File: src/rtl/sdram_port_arbiter_if.sv
// Avalon-MM bus bundle shared by the two master ports and the SDRAM slave port.
// "master" is the side that issues requests; "slave" is the side that answers them.
interface sdram_port_arbiter_if #(
  parameter int ADDR_W = 25,
  parameter int DATA_W = 32
);
  logic [ADDR_W-1:0]   address;
  logic                read;
  logic                write;
  logic [DATA_W-1:0]   writedata;
  logic [DATA_W/8-1:0] byteenable;
  logic                waitrequest;
  logic [DATA_W-1:0]   readdata;
  logic                readdatavalid;

  modport master (
    output address, read, write, writedata, byteenable,
    input  waitrequest, readdata, readdatavalid
  );

  modport slave (
    input  address, read, write, writedata, byteenable,
    output waitrequest, readdata, readdatavalid
  );
endinterface

File: src/rtl/sdram_port_arbiter.sv
// Two-master round-robin arbiter for the SDRAM controller port, with lock-until-accept
// and a small ID FIFO that steers pipelined read responses back to their issuer.
//
// state    | meaning
// ST_OPEN  | no stalled transfer; grant chosen by request/round-robin
// ST_LOCK0 | m0 transfer stalled by the slave; grant pinned to m0
// ST_LOCK1 | m1 transfer stalled by the slave; grant pinned to m1
module sdram_port_arbiter #(
  parameter int ADDR_W      = 25,
  parameter int DATA_W      = 32,
  parameter int MAX_PENDING = 4
) (
  input  logic                  clk_clk,
  input  logic                  reset_reset_n,
  sdram_port_arbiter_if.slave   m0,
  sdram_port_arbiter_if.slave   m1,
  sdram_port_arbiter_if.master  s,
  output logic                  err_orphan
);

  localparam int PTR_W = $clog2(MAX_PENDING);

  typedef enum logic [1:0] {
    ST_OPEN  = 2'd0,
    ST_LOCK0 = 2'd1,
    ST_LOCK1 = 2'd2
  } state_t;

  state_t                 r_state;
  state_t                 w_state_nxt;
  logic [1:0]             r_rst_sync;
  logic                   r_last;
  logic [MAX_PENDING-1:0] r_fifo_id;
  logic [PTR_W-1:0]       r_wr_ptr;
  logic [PTR_W-1:0]       r_rd_ptr;
  logic [PTR_W:0]         r_count;
  logic                   r_err_orphan;

  logic w_rst_done;
  logic w_full;
  logic w_empty;
  logic w_req0;
  logic w_req1;
  logic w_sel;
  logic w_reqsel;
  logic w_accept;
  logic w_push;
  logic w_pop;
  logic w_head_id;

  assign w_rst_done = r_rst_sync[1];
  assign w_full     = (r_count == (PTR_W+1)'(MAX_PENDING));
  assign w_empty    = (r_count == '0);
  // A read is only eligible while a response slot is free; writes never wait on the FIFO.
  assign w_req0     = w_rst_done & (m0.write | (m0.read & ~w_full));
  assign w_req1     = w_rst_done & (m1.write | (m1.read & ~w_full));
  assign w_reqsel   = w_sel ? w_req1 : w_req0;
  assign w_accept   = w_reqsel & ~s.waitrequest;
  assign w_push     = w_accept & s.read;
  assign w_pop      = s.readdatavalid & ~w_empty;
  assign w_head_id  = r_fifo_id[r_rd_ptr];
  assign err_orphan = r_err_orphan;

  always_ff @(posedge clk_clk or negedge reset_reset_n) begin
    if (!reset_reset_n) begin
      r_rst_sync <= 2'b00;
    end else begin
      r_rst_sync <= {r_rst_sync[0], 1'b1};
    end
  end

  always_ff @(posedge clk_clk or negedge reset_reset_n) begin
    if (!reset_reset_n) begin
      r_state <= ST_OPEN;
    end else begin
      r_state <= w_state_nxt;
    end
  end

  // A dropped request also releases the lock so a misbehaving master cannot wedge the port.
  always_comb begin
    w_state_nxt = ST_OPEN;
    if (w_reqsel && s.waitrequest) begin
      w_state_nxt = w_sel ? ST_LOCK1 : ST_LOCK0;
    end
  end

  always_comb begin
    w_sel = 1'b0;
    case (r_state)
      ST_LOCK0: w_sel = 1'b0;
      ST_LOCK1: w_sel = 1'b1;
      default: begin
        if (w_req0 && w_req1) begin
          w_sel = ~r_last;
        end else begin
          w_sel = w_req1;
        end
      end
    endcase
  end

  always_comb begin
    s.address          = w_sel ? m1.address    : m0.address;
    s.writedata        = w_sel ? m1.writedata  : m0.writedata;
    s.byteenable       = w_sel ? m1.byteenable : m0.byteenable;
    s.read             = w_reqsel & (w_sel ? m1.read  : m0.read);
    s.write            = w_reqsel & (w_sel ? m1.write : m0.write);
    m0.waitrequest     = ~(w_reqsel & ~w_sel) | s.waitrequest;
    m1.waitrequest     = ~(w_reqsel &  w_sel) | s.waitrequest;
    m0.readdata        = s.readdata;
    m1.readdata        = s.readdata;
    m0.readdatavalid   = w_pop & ~w_head_id;
    m1.readdatavalid   = w_pop &  w_head_id;
  end

  always_ff @(posedge clk_clk or negedge reset_reset_n) begin
    if (!reset_reset_n) begin
      r_last       <= 1'b1;
      r_fifo_id    <= '0;
      r_wr_ptr     <= '0;
      r_rd_ptr     <= '0;
      r_count      <= '0;
      r_err_orphan <= 1'b0;
    end else begin
      if (w_accept) begin
        r_last <= w_sel;
      end
      if (w_push) begin
        r_fifo_id[r_wr_ptr] <= w_sel;
        r_wr_ptr            <= r_wr_ptr + 1'b1;
      end
      if (w_pop) begin
        r_rd_ptr <= r_rd_ptr + 1'b1;
      end
      case ({w_push, w_pop})
        2'b10:   r_count <= r_count + 1'b1;
        2'b01:   r_count <= r_count - 1'b1;
        default: r_count <= r_count;
      endcase
      if (s.readdatavalid && w_empty) begin
        r_err_orphan <= 1'b1;
      end
    end
  end

endmodule
File: src/flat_wrapper.sv
// flat-port wrapper written by rule: the top's interface ports become plain ports
module sdram_port_arbiter_flat 
#(
  parameter int ADDR_W      = 25,
  parameter int DATA_W      = 32,
  parameter int MAX_PENDING = 4
)
  (clk_clk, reset_reset_n, err_orphan, m0_address, m0_read, m0_write, m0_writedata, m0_byteenable, m0_waitrequest, m0_readdata, m0_readdatavalid, m1_address, m1_read, m1_write, m1_writedata, m1_byteenable, m1_waitrequest, m1_readdata, m1_readdatavalid, s_address, s_read, s_write, s_writedata, s_byteenable, s_waitrequest, s_readdata, s_readdatavalid);
  sdram_port_arbiter_if #(.ADDR_W(ADDR_W), .DATA_W(DATA_W)) m0_i ();
  sdram_port_arbiter_if #(.ADDR_W(ADDR_W), .DATA_W(DATA_W)) m1_i ();
  sdram_port_arbiter_if #(.ADDR_W(ADDR_W), .DATA_W(DATA_W)) s_i ();
  input  logic clk_clk;
  input  logic reset_reset_n;
  output logic err_orphan;
  input wire logic [$bits(m0_i.address)-1:0] m0_address;
  input wire logic [$bits(m0_i.read)-1:0] m0_read;
  input wire logic [$bits(m0_i.write)-1:0] m0_write;
  input wire logic [$bits(m0_i.writedata)-1:0] m0_writedata;
  input wire logic [$bits(m0_i.byteenable)-1:0] m0_byteenable;
  output wire logic [$bits(m0_i.waitrequest)-1:0] m0_waitrequest;
  output wire logic [$bits(m0_i.readdata)-1:0] m0_readdata;
  output wire logic [$bits(m0_i.readdatavalid)-1:0] m0_readdatavalid;
  input wire logic [$bits(m1_i.address)-1:0] m1_address;
  input wire logic [$bits(m1_i.read)-1:0] m1_read;
  input wire logic [$bits(m1_i.write)-1:0] m1_write;
  input wire logic [$bits(m1_i.writedata)-1:0] m1_writedata;
  input wire logic [$bits(m1_i.byteenable)-1:0] m1_byteenable;
  output wire logic [$bits(m1_i.waitrequest)-1:0] m1_waitrequest;
  output wire logic [$bits(m1_i.readdata)-1:0] m1_readdata;
  output wire logic [$bits(m1_i.readdatavalid)-1:0] m1_readdatavalid;
  output wire logic [$bits(s_i.address)-1:0] s_address;
  output wire logic [$bits(s_i.read)-1:0] s_read;
  output wire logic [$bits(s_i.write)-1:0] s_write;
  output wire logic [$bits(s_i.writedata)-1:0] s_writedata;
  output wire logic [$bits(s_i.byteenable)-1:0] s_byteenable;
  input wire logic [$bits(s_i.waitrequest)-1:0] s_waitrequest;
  input wire logic [$bits(s_i.readdata)-1:0] s_readdata;
  input wire logic [$bits(s_i.readdatavalid)-1:0] s_readdatavalid;
  assign m0_i.address = m0_address;
  assign m0_i.read = m0_read;
  assign m0_i.write = m0_write;
  assign m0_i.writedata = m0_writedata;
  assign m0_i.byteenable = m0_byteenable;
  assign m0_waitrequest = m0_i.waitrequest;
  assign m0_readdata = m0_i.readdata;
  assign m0_readdatavalid = m0_i.readdatavalid;
  assign m1_i.address = m1_address;
  assign m1_i.read = m1_read;
  assign m1_i.write = m1_write;
  assign m1_i.writedata = m1_writedata;
  assign m1_i.byteenable = m1_byteenable;
  assign m1_waitrequest = m1_i.waitrequest;
  assign m1_readdata = m1_i.readdata;
  assign m1_readdatavalid = m1_i.readdatavalid;
  assign s_address = s_i.address;
  assign s_read = s_i.read;
  assign s_write = s_i.write;
  assign s_writedata = s_i.writedata;
  assign s_byteenable = s_i.byteenable;
  assign s_i.waitrequest = s_waitrequest;
  assign s_i.readdata = s_readdata;
  assign s_i.readdatavalid = s_readdatavalid;
  sdram_port_arbiter #(.ADDR_W(ADDR_W), .DATA_W(DATA_W), .MAX_PENDING(MAX_PENDING)) u_core (.clk_clk(clk_clk), .reset_reset_n(reset_reset_n), .m0(m0_i), .m1(m1_i), .s(s_i), .err_orphan(err_orphan));
endmodule
File: config.mk
export PLATFORM = sky130hd
export DESIGN_NAME = sdram_port_arbiter_flat
export DESIGN_NICKNAME = d
export VERILOG_FILES = /design/src/rtl/sdram_port_arbiter_if.sv /design/src/rtl/sdram_port_arbiter.sv /design/src/flat_wrapper.sv
export SDC_FILE = /design/constraint.sdc
export NUM_CORES = 1
export LEC_CHECK = 0
export ABC_AREA = 0
export CELL_PAD_IN_SITES_DETAIL_PLACEMENT = 1
export CELL_PAD_IN_SITES_GLOBAL_PLACEMENT = 2
export CORE_AREA = 2 2 113 115
export DETAILED_ROUTE_END_ITERATION = 12
export DIE_AREA = 0 0 115 117
export DONT_BUFFER_PORTS = 1
export PLACE_DENSITY_LB_ADDON = 0.25
export SKIP_CTS_REPAIR_TIMING = 1
export SLEW_MARGIN = 20
export SYNTH_ARGS = -nofsm -noshare
export SYNTH_HDL_FRONTEND = slang
export SYNTH_SLANG_ARGS = --single-unit
File: constraint.sdc
create_clock -name clk_clk -period 9.19 [get_ports clk_clk]
set_clock_uncertainty 0.2 [all_clocks]
set_input_delay 0.919 -clock clk_clk [delete_from_list [all_inputs] [get_ports clk_clk]]
set_output_delay 0.919 -clock clk_clk [all_outputs]
set_load 0.01 [all_outputs]
### After elaboration in Yosys (flattened, before gate mapping)

Index checks and enable logic that the tools add are counted.

| word-level totals | value |
|---|---|
| RAM bits | 0 |
| latch bits | 0 |
| output and inout bits | 132 |
| flip-flop bits (word level) | 17 |
| bits of input ports | 162 |
| ROM bits | 0 |
| logic and storage cells | 67 |
| memories kept | 0 |

| cells by class | value |
|---|---|
| multipliers | 0 |
| reductions and logical operators | 6 |
| bitwise operators | 25 |
| shifts and indexed selects | 0 |
| div/mod/pow operators | 0 |
| order comparisons | 3 |
| $add $sub $neg | 4 |
| mux-type cells | 16 |
| equal/unequal tests | 5 |

Operators with widths:

| cell | count |
|---|---|
| two-way mux 32 bit | 1 |
| two-way mux 25 bit | 1 |
| bitwise AND 1 bit | 13 |
| NOT 1 bit | 8 |
| less-than comparator 2 x 3 -> 1 bit (second input constant) | 2 |
| two-way mux 1 bit | 6 |
| case mux 3 bit (2 select lines) | 1 |
| adder 2 x 1 -> 2 bit (second input constant) | 2 |
| bitwise mux 4 bit | 1 |
| == test 2 x 1 -> 1 bit (second input constant) | 2 |
| == test 2 bit (second input constant) | 2 |
| logical AND 1 bit | 4 |
| two-way mux 2 bit | 2 |
| two-way mux 4 bit | 1 |
| OR 1 bit | 4 |
| adder 3 x 1 -> 3 bit (second input constant) | 1 |
| == test 3 bit (second input constant) | 1 |
| logical NOT 3 bit | 1 |
| subtractor 3 x 1 -> 3 bit (second input constant) | 1 |
| binary-select mux 1 bit (select 2 bit) | 1 |
| demux 1 bit (select 2 bit) | 1 |
| greater-or-equal comparator 2 x 1 -> 1 bit (second input constant) | 1 |
| case mux 1 bit (2 select lines) | 1 |
| nonzero test 2 bit | 1 |

### Longest topological paths before layout

| depth | value |
|---|---|
| depth after elaboration | 13 |
| depth in mapped cells | 13 |
| gate-level depth less buffers | 13 |

### Worst setup path before layout

OpenSTA, ideal clock, no wires.

| timing path | value |
|---|---|
| kind | input port to output port |
| start point | input m0_write |
| end point | output s_address[0] |
| path slack | 5874 ps |
| stages on the path | 6 |
| required time | 8071 ps |
| buffers on the path | 2 |
| arrival time | 2197 ps |
| cell sequence | nor4b_4 > nor3_1 > o41a_1 > buf_6 > buf_12 > mux2_4 |

| between the ends | value |
|---|---|
| longest elaborated chain between the ends | 6 |

Ends and longest elaborated chain:

| element | line | source |
|---|---|---|
| start: declaration | flat_wrapper.sv:17 | `input wire logic [$bits(m0_i.write)-1:0] m0_write;` |
| OR 1 bit | sdram_port_arbiter.sv:55 | `assign w_req0 = w_rst_done & (m0.write \| (m0.read & ~w_full));` |
| bitwise AND 1 bit | sdram_port_arbiter.sv:55 |  |
| logical AND 1 bit | sdram_port_arbiter.sv:94 | `if (w_req0 && w_req1) begin` |
| two-way mux 1 bit | sdram_port_arbiter.sv:94 |  |
| case mux 1 bit (2 select lines) | sdram_port_arbiter.sv:90 | `case (r_state)` |
| two-way mux 25 bit | sdram_port_arbiter.sv:104 | `s.address = w_sel ? m1.address : m0.address;` |
| end: declaration | flat_wrapper.sv:31 | `output wire logic [$bits(s_i.address)-1:0] s_address;` |

No other way between the ends.

### Worst setup path in the final report

| timing path | value |
|---|---|
| start point | input m1_write |
| end point | output s_address[7] |

| between the ends | value |
|---|---|
| longest elaborated chain between the ends | 6 |

Ends and longest elaborated chain:

| element | line | source |
|---|---|---|
| start: declaration | flat_wrapper.sv:25 | `input wire logic [$bits(m1_i.write)-1:0] m1_write;` |
| OR 1 bit * | sdram_port_arbiter.sv:56 | `assign w_req1 = w_rst_done & (m1.write \| (m1.read & ~w_full));` |
| bitwise AND 1 bit * | sdram_port_arbiter.sv:56 |  |
| logical AND 1 bit | sdram_port_arbiter.sv:94 |  |
| two-way mux 1 bit * | sdram_port_arbiter.sv:94 |  |
| case mux 1 bit (2 select lines) * | sdram_port_arbiter.sv:90 |  |
| two-way mux 25 bit * | sdram_port_arbiter.sv:104 |  |

Mark *: on every way between the ends. The rest lies on a longest branch, timed or not.

==> Implementation_results.wiki <==
{| class="wikitable"
! Metric !! Value
|-
| Largest cells by area after synthesis || mux2_4 35%, buf_4 18%, dfrtp_1 15%, buf_12 4.6%, ha_1 2.8%
|-
| Die X || 115 µm
|-
| Starting utilization of the core area || 21.40%
|-
| Synthesized area per cell || 10.84 µm²
|-
| Share of the cycle needed by the critical path after routing || 49.23%
|-
| # fillers || 1395
|-
| Final Max Slew Viols || 0
|-
| Register clock-pin slew on the reported worst setup and hold paths || 0.06 ns
|-
| Longest individual stage delay on the worst path || 0.89 ns
|-
| Root Buffer Master || clkbuf_16
|-
| Total detailed-routing wirelength || 8461 µm
|-
| Number of buffers created by CTS || 3
|-
| Critical path peak fanout || 39
|-
| Worst-margin pin slew || 1.004 ns
|-
| Reg2reg start || u_core.r_count[0]$_DFFE_PN0P_
|-
| Residual overflow from global routing || 0
|-
| WP data arrival || 3.41 ns
|-
| Number of routed nets with antenna violations || 0
|-
| Result of the run || finished clean
|-
| Total of max-cap violations || 0
|-
| Vias in the first global route || 1617
|-
| TritonCTS clock tree || yes
|-
| Most frequent standard cell in the layout excluding fill and tap cells || mux2_4
|-
| Count of endpoints failing setup in the final report || 0
|-
| Fraction of registers with async set/reset || 100.0%
|-
| Series of cell instances along the critical path || nor4b_4, o41a_2, buf_4, mux2_4
|-
| Worst min-delay path startpoint || u_core.r_rst_sync[0]$_DFF_PN0_
|-
| Number of levels in the clock H-tree || 1
|-
| Post-synthesis sequential element count || 17
|-
| Highest attainable clock frequency || 221.0 MHz
|-
| I/O Buffers || 0
|-
| Wire length of the first global-routing pass || 11080 µm
|-
| Global-route met3 utilization || 6.900%
|-
| Post-detailed-route DRC marker count || 0
|-
| Antenna violations before repair || 0
|-
| Maximum number of pins on one net before global-route repair || 40
|-
| Number of diodes added for antenna fixing || 0
|-
| Layer with the highest usage || met2
|-
| Clock insertion delay at the later pin of the skew report || 0.25 ns
|-
| Setup crit start || m1_write
|-
| Mean number of vias per cell || 4.653
|-
| Maximum clock path buffer count || 2
|-
| Required time of the critical path || 8.07 ns
|-
| Number of placed instances, taps included || 322
|-
| Number of enable-type register cells in the synthesized netlist || 0
|-
| Cell type with the highest aggregate area in the netlist || mux2_4
|-
| Type of the worst setup path || in2out
|-
| Number of vias after detailed routing || 1517
|-
| Die Ht || 117 µm
|-
| Floorplan die area || 13460 µm²
|-
| Overall track demand over capacity in global routing || 11.14%
|-
| Highest-count cells in the layout ignoring fill and taps || 61 x mux2_4, 16 x dfrtp_1, 10 x inv_1, 9 x nor2_1
|-
| Met2 demand-to-capacity share in global routing || 19.69%
|-
| Number of clock sinks seen by CTS || 17
|-
| Core region area || 12310 µm²
|-
| Post-Syn Nets || 412
|-
| Gate Count Post-Synth || 243
|-
| Cell Count, Final, Fillers Out || 326
|-
| Min-Delay Path Class || reg2reg
|-
| Fraction of met1 tracks used by global routing || 11.72%
|-
| Number of detailed-route iterations in the first pass || 4
|-
| Register area || 426.7 µm²
|-
| Sequential share of the synthesized area || 16.19%
|-
| Post-synthesis instance area || 2635 µm²
|-
| Multi-input logic area || 1555 µm²
|-
| Ratio of total power to cell area || 245.3 nW/µm²
|-
| Detailed-placement wirelength estimate || 7127 µm
|-
| Min Clock Period, post-route || 4.524 ns
|-
| Setup repair after global routing missed its margin || no
|-
| I/O pins || 294
|-
| Final hold violation count || 0
|-
| Type of origin of the critical path || input port
|-
| Relative slew slack || 33.07%
|-
| Layout Area Growth over Synthesis || -12.92%
|-
| Final weighted congestion in routability-driven placement || 0.7547
|-
| Share of the synthesized area in the top cell type || 34.76%
|-
| Final Net Count || 346
|-
| Fraction of layout cells with a size suffix above 1 || 43.75%
|-
| Number of unique standard cell types used by synthesis || 43
|-
| YS warnings || 0
|-
| Cell Rows || 41
|-
| Peak supply drop || 0.1019 mV
|-
| Kind of end point of the critical path || output pin
|-
| Most common flop cell mapped by yosys || dfrtp_1
|-
| Initial detailed-routing violation count || 41
|-
| Final setup TNS || 0 ns
|-
| Pleak || 0.001050 µW
|-
| Average detailed-routed wire length per instance || 25.95 µm
|-
| CP max stage cell || o41a_2
|}
cell usage after synthesis (2+ instances only):
master,n
nor2b_1,2
ha_1,6
mux2_4,61
xnor2_1,4
mux2i_1,2
nand2_1,7
buf_12,6
xor2_1,2
nand4_1,4
o22ai_1,2
dfrtp_1,16
nand3b_1,2
nor2_1,9
nand2b_1,2
inv_1,10
nor3_1,3
buf_4,64
nor4b_4,2
o21ai_0,8
a21oi_1,8
area by class of cell:
cell class	count	share of cell area [%]
clock buffers	3	3.272
clock inverters	1	0.2181
inverters	10	1.636
multi-input cells	144	67.78
flip-flops and latches	17	18.59
well taps	150	8.179
repair buffers	1	0.3272
through the flow:
| stage | cell area [µm²] | worst slack (ns) | hold WS, ns | utilization [%] | power [µW] |
|---|---|---|---|---|---|
| 3_3_place_gp | 2215 | 4.723 | 0.1325 | 17.99 | 477.0 |
| 6_report | 2295 | 4.666 | 0.1539 | 18.64 | 562.8 |
| 3_5_place_dp | 2215 | 4.678 | 0.1372 | 17.99 | 478.1 |
| 2_1_floorplan | 2635 | 5.874 | 0.1312 | - | 480.7 |
| 5_1_grt | 2295 | 4.570 | 0.1466 | 18.64 | 604.6 |
| 4_1_cts | 2295 | 4.684 | 0.1504 | 18.64 | 573.2 |
worst paths after layout:
check | endpoint | slack [ns] | depth (start not counted)
setup / recovery | s_address[7] | 4.67 | 4
max in group asynchronous | u_core.r_last$_DFFE_PN1P_ | 8.46 | 0
setup reg to reg | u_core.r_fifo_id[0]$_DFFE_PN0P_ | 6.00 | 4
hold / removal | u_core.r_rst_sync[1]$_DFF_PN0_ | 0.15 | 0
hold reg to reg | u_core.r_rst_sync[1]$_DFF_PN0_ | 0.15 | 0
min in group asynchronous | u_core.r_rd_ptr[0]$_DFFE_PN0P_ | 0.16 | 0
kinds of logic (layout without fill, tap and decap cells):
kind of cell | count (synthesis) | after routing | synth area share [%]
xor+xnor | 6 | 6 | 1.994
compound gates | 26 | 26 | 6.458
fa+ha+maj | 7 | 7 | 3.609
flops | 17 | 17 | 16.19
simple gates | 39 | 39 | 9.971
buf+inv | 82 | 15 | 24.83
mux | 65 | 65 | 36.80
other cells | 1 | 1 | 0.1423
worst max-delay path: cells and delay by family:
| family | cells | cell delay [ns] |
|---|---|---|
| AOI/OAI and AO/OA | 1 | 0.89 |
| buffers and inverters | 1 | 0.68 |
| and+or+nand+nor | 1 | 0.45 |
| muxes | 1 | 0.38 |
routing by layer:
layer  share of wire [%]  vias up
li1                    -      646
met3                  16        2
met4                0.22        0
met1                  35      712
met2                  49      157
met5                   0        -
registers in the layout (all words and copies together), names as in the netlist:
register / count
u_core.r_count: 3
u_core.r_state: 2
u_core.r_wr_ptr: 2
u_core.r_rst_sync: 2
u_core.r_rd_ptr: 2
u_core.r_fifo_id: 4
u_core.r_last: 1
u_core.err_orphan: 1
power breakdown:
group | switching [µW] | total, µW | internal, µW
registers | 29.7 | 130 | 100
clock network | 32.0 | 90.3 | 58.3
logic | 174 | 343 | 169
No activity file was read; power rests on OpenSTA's default activity.
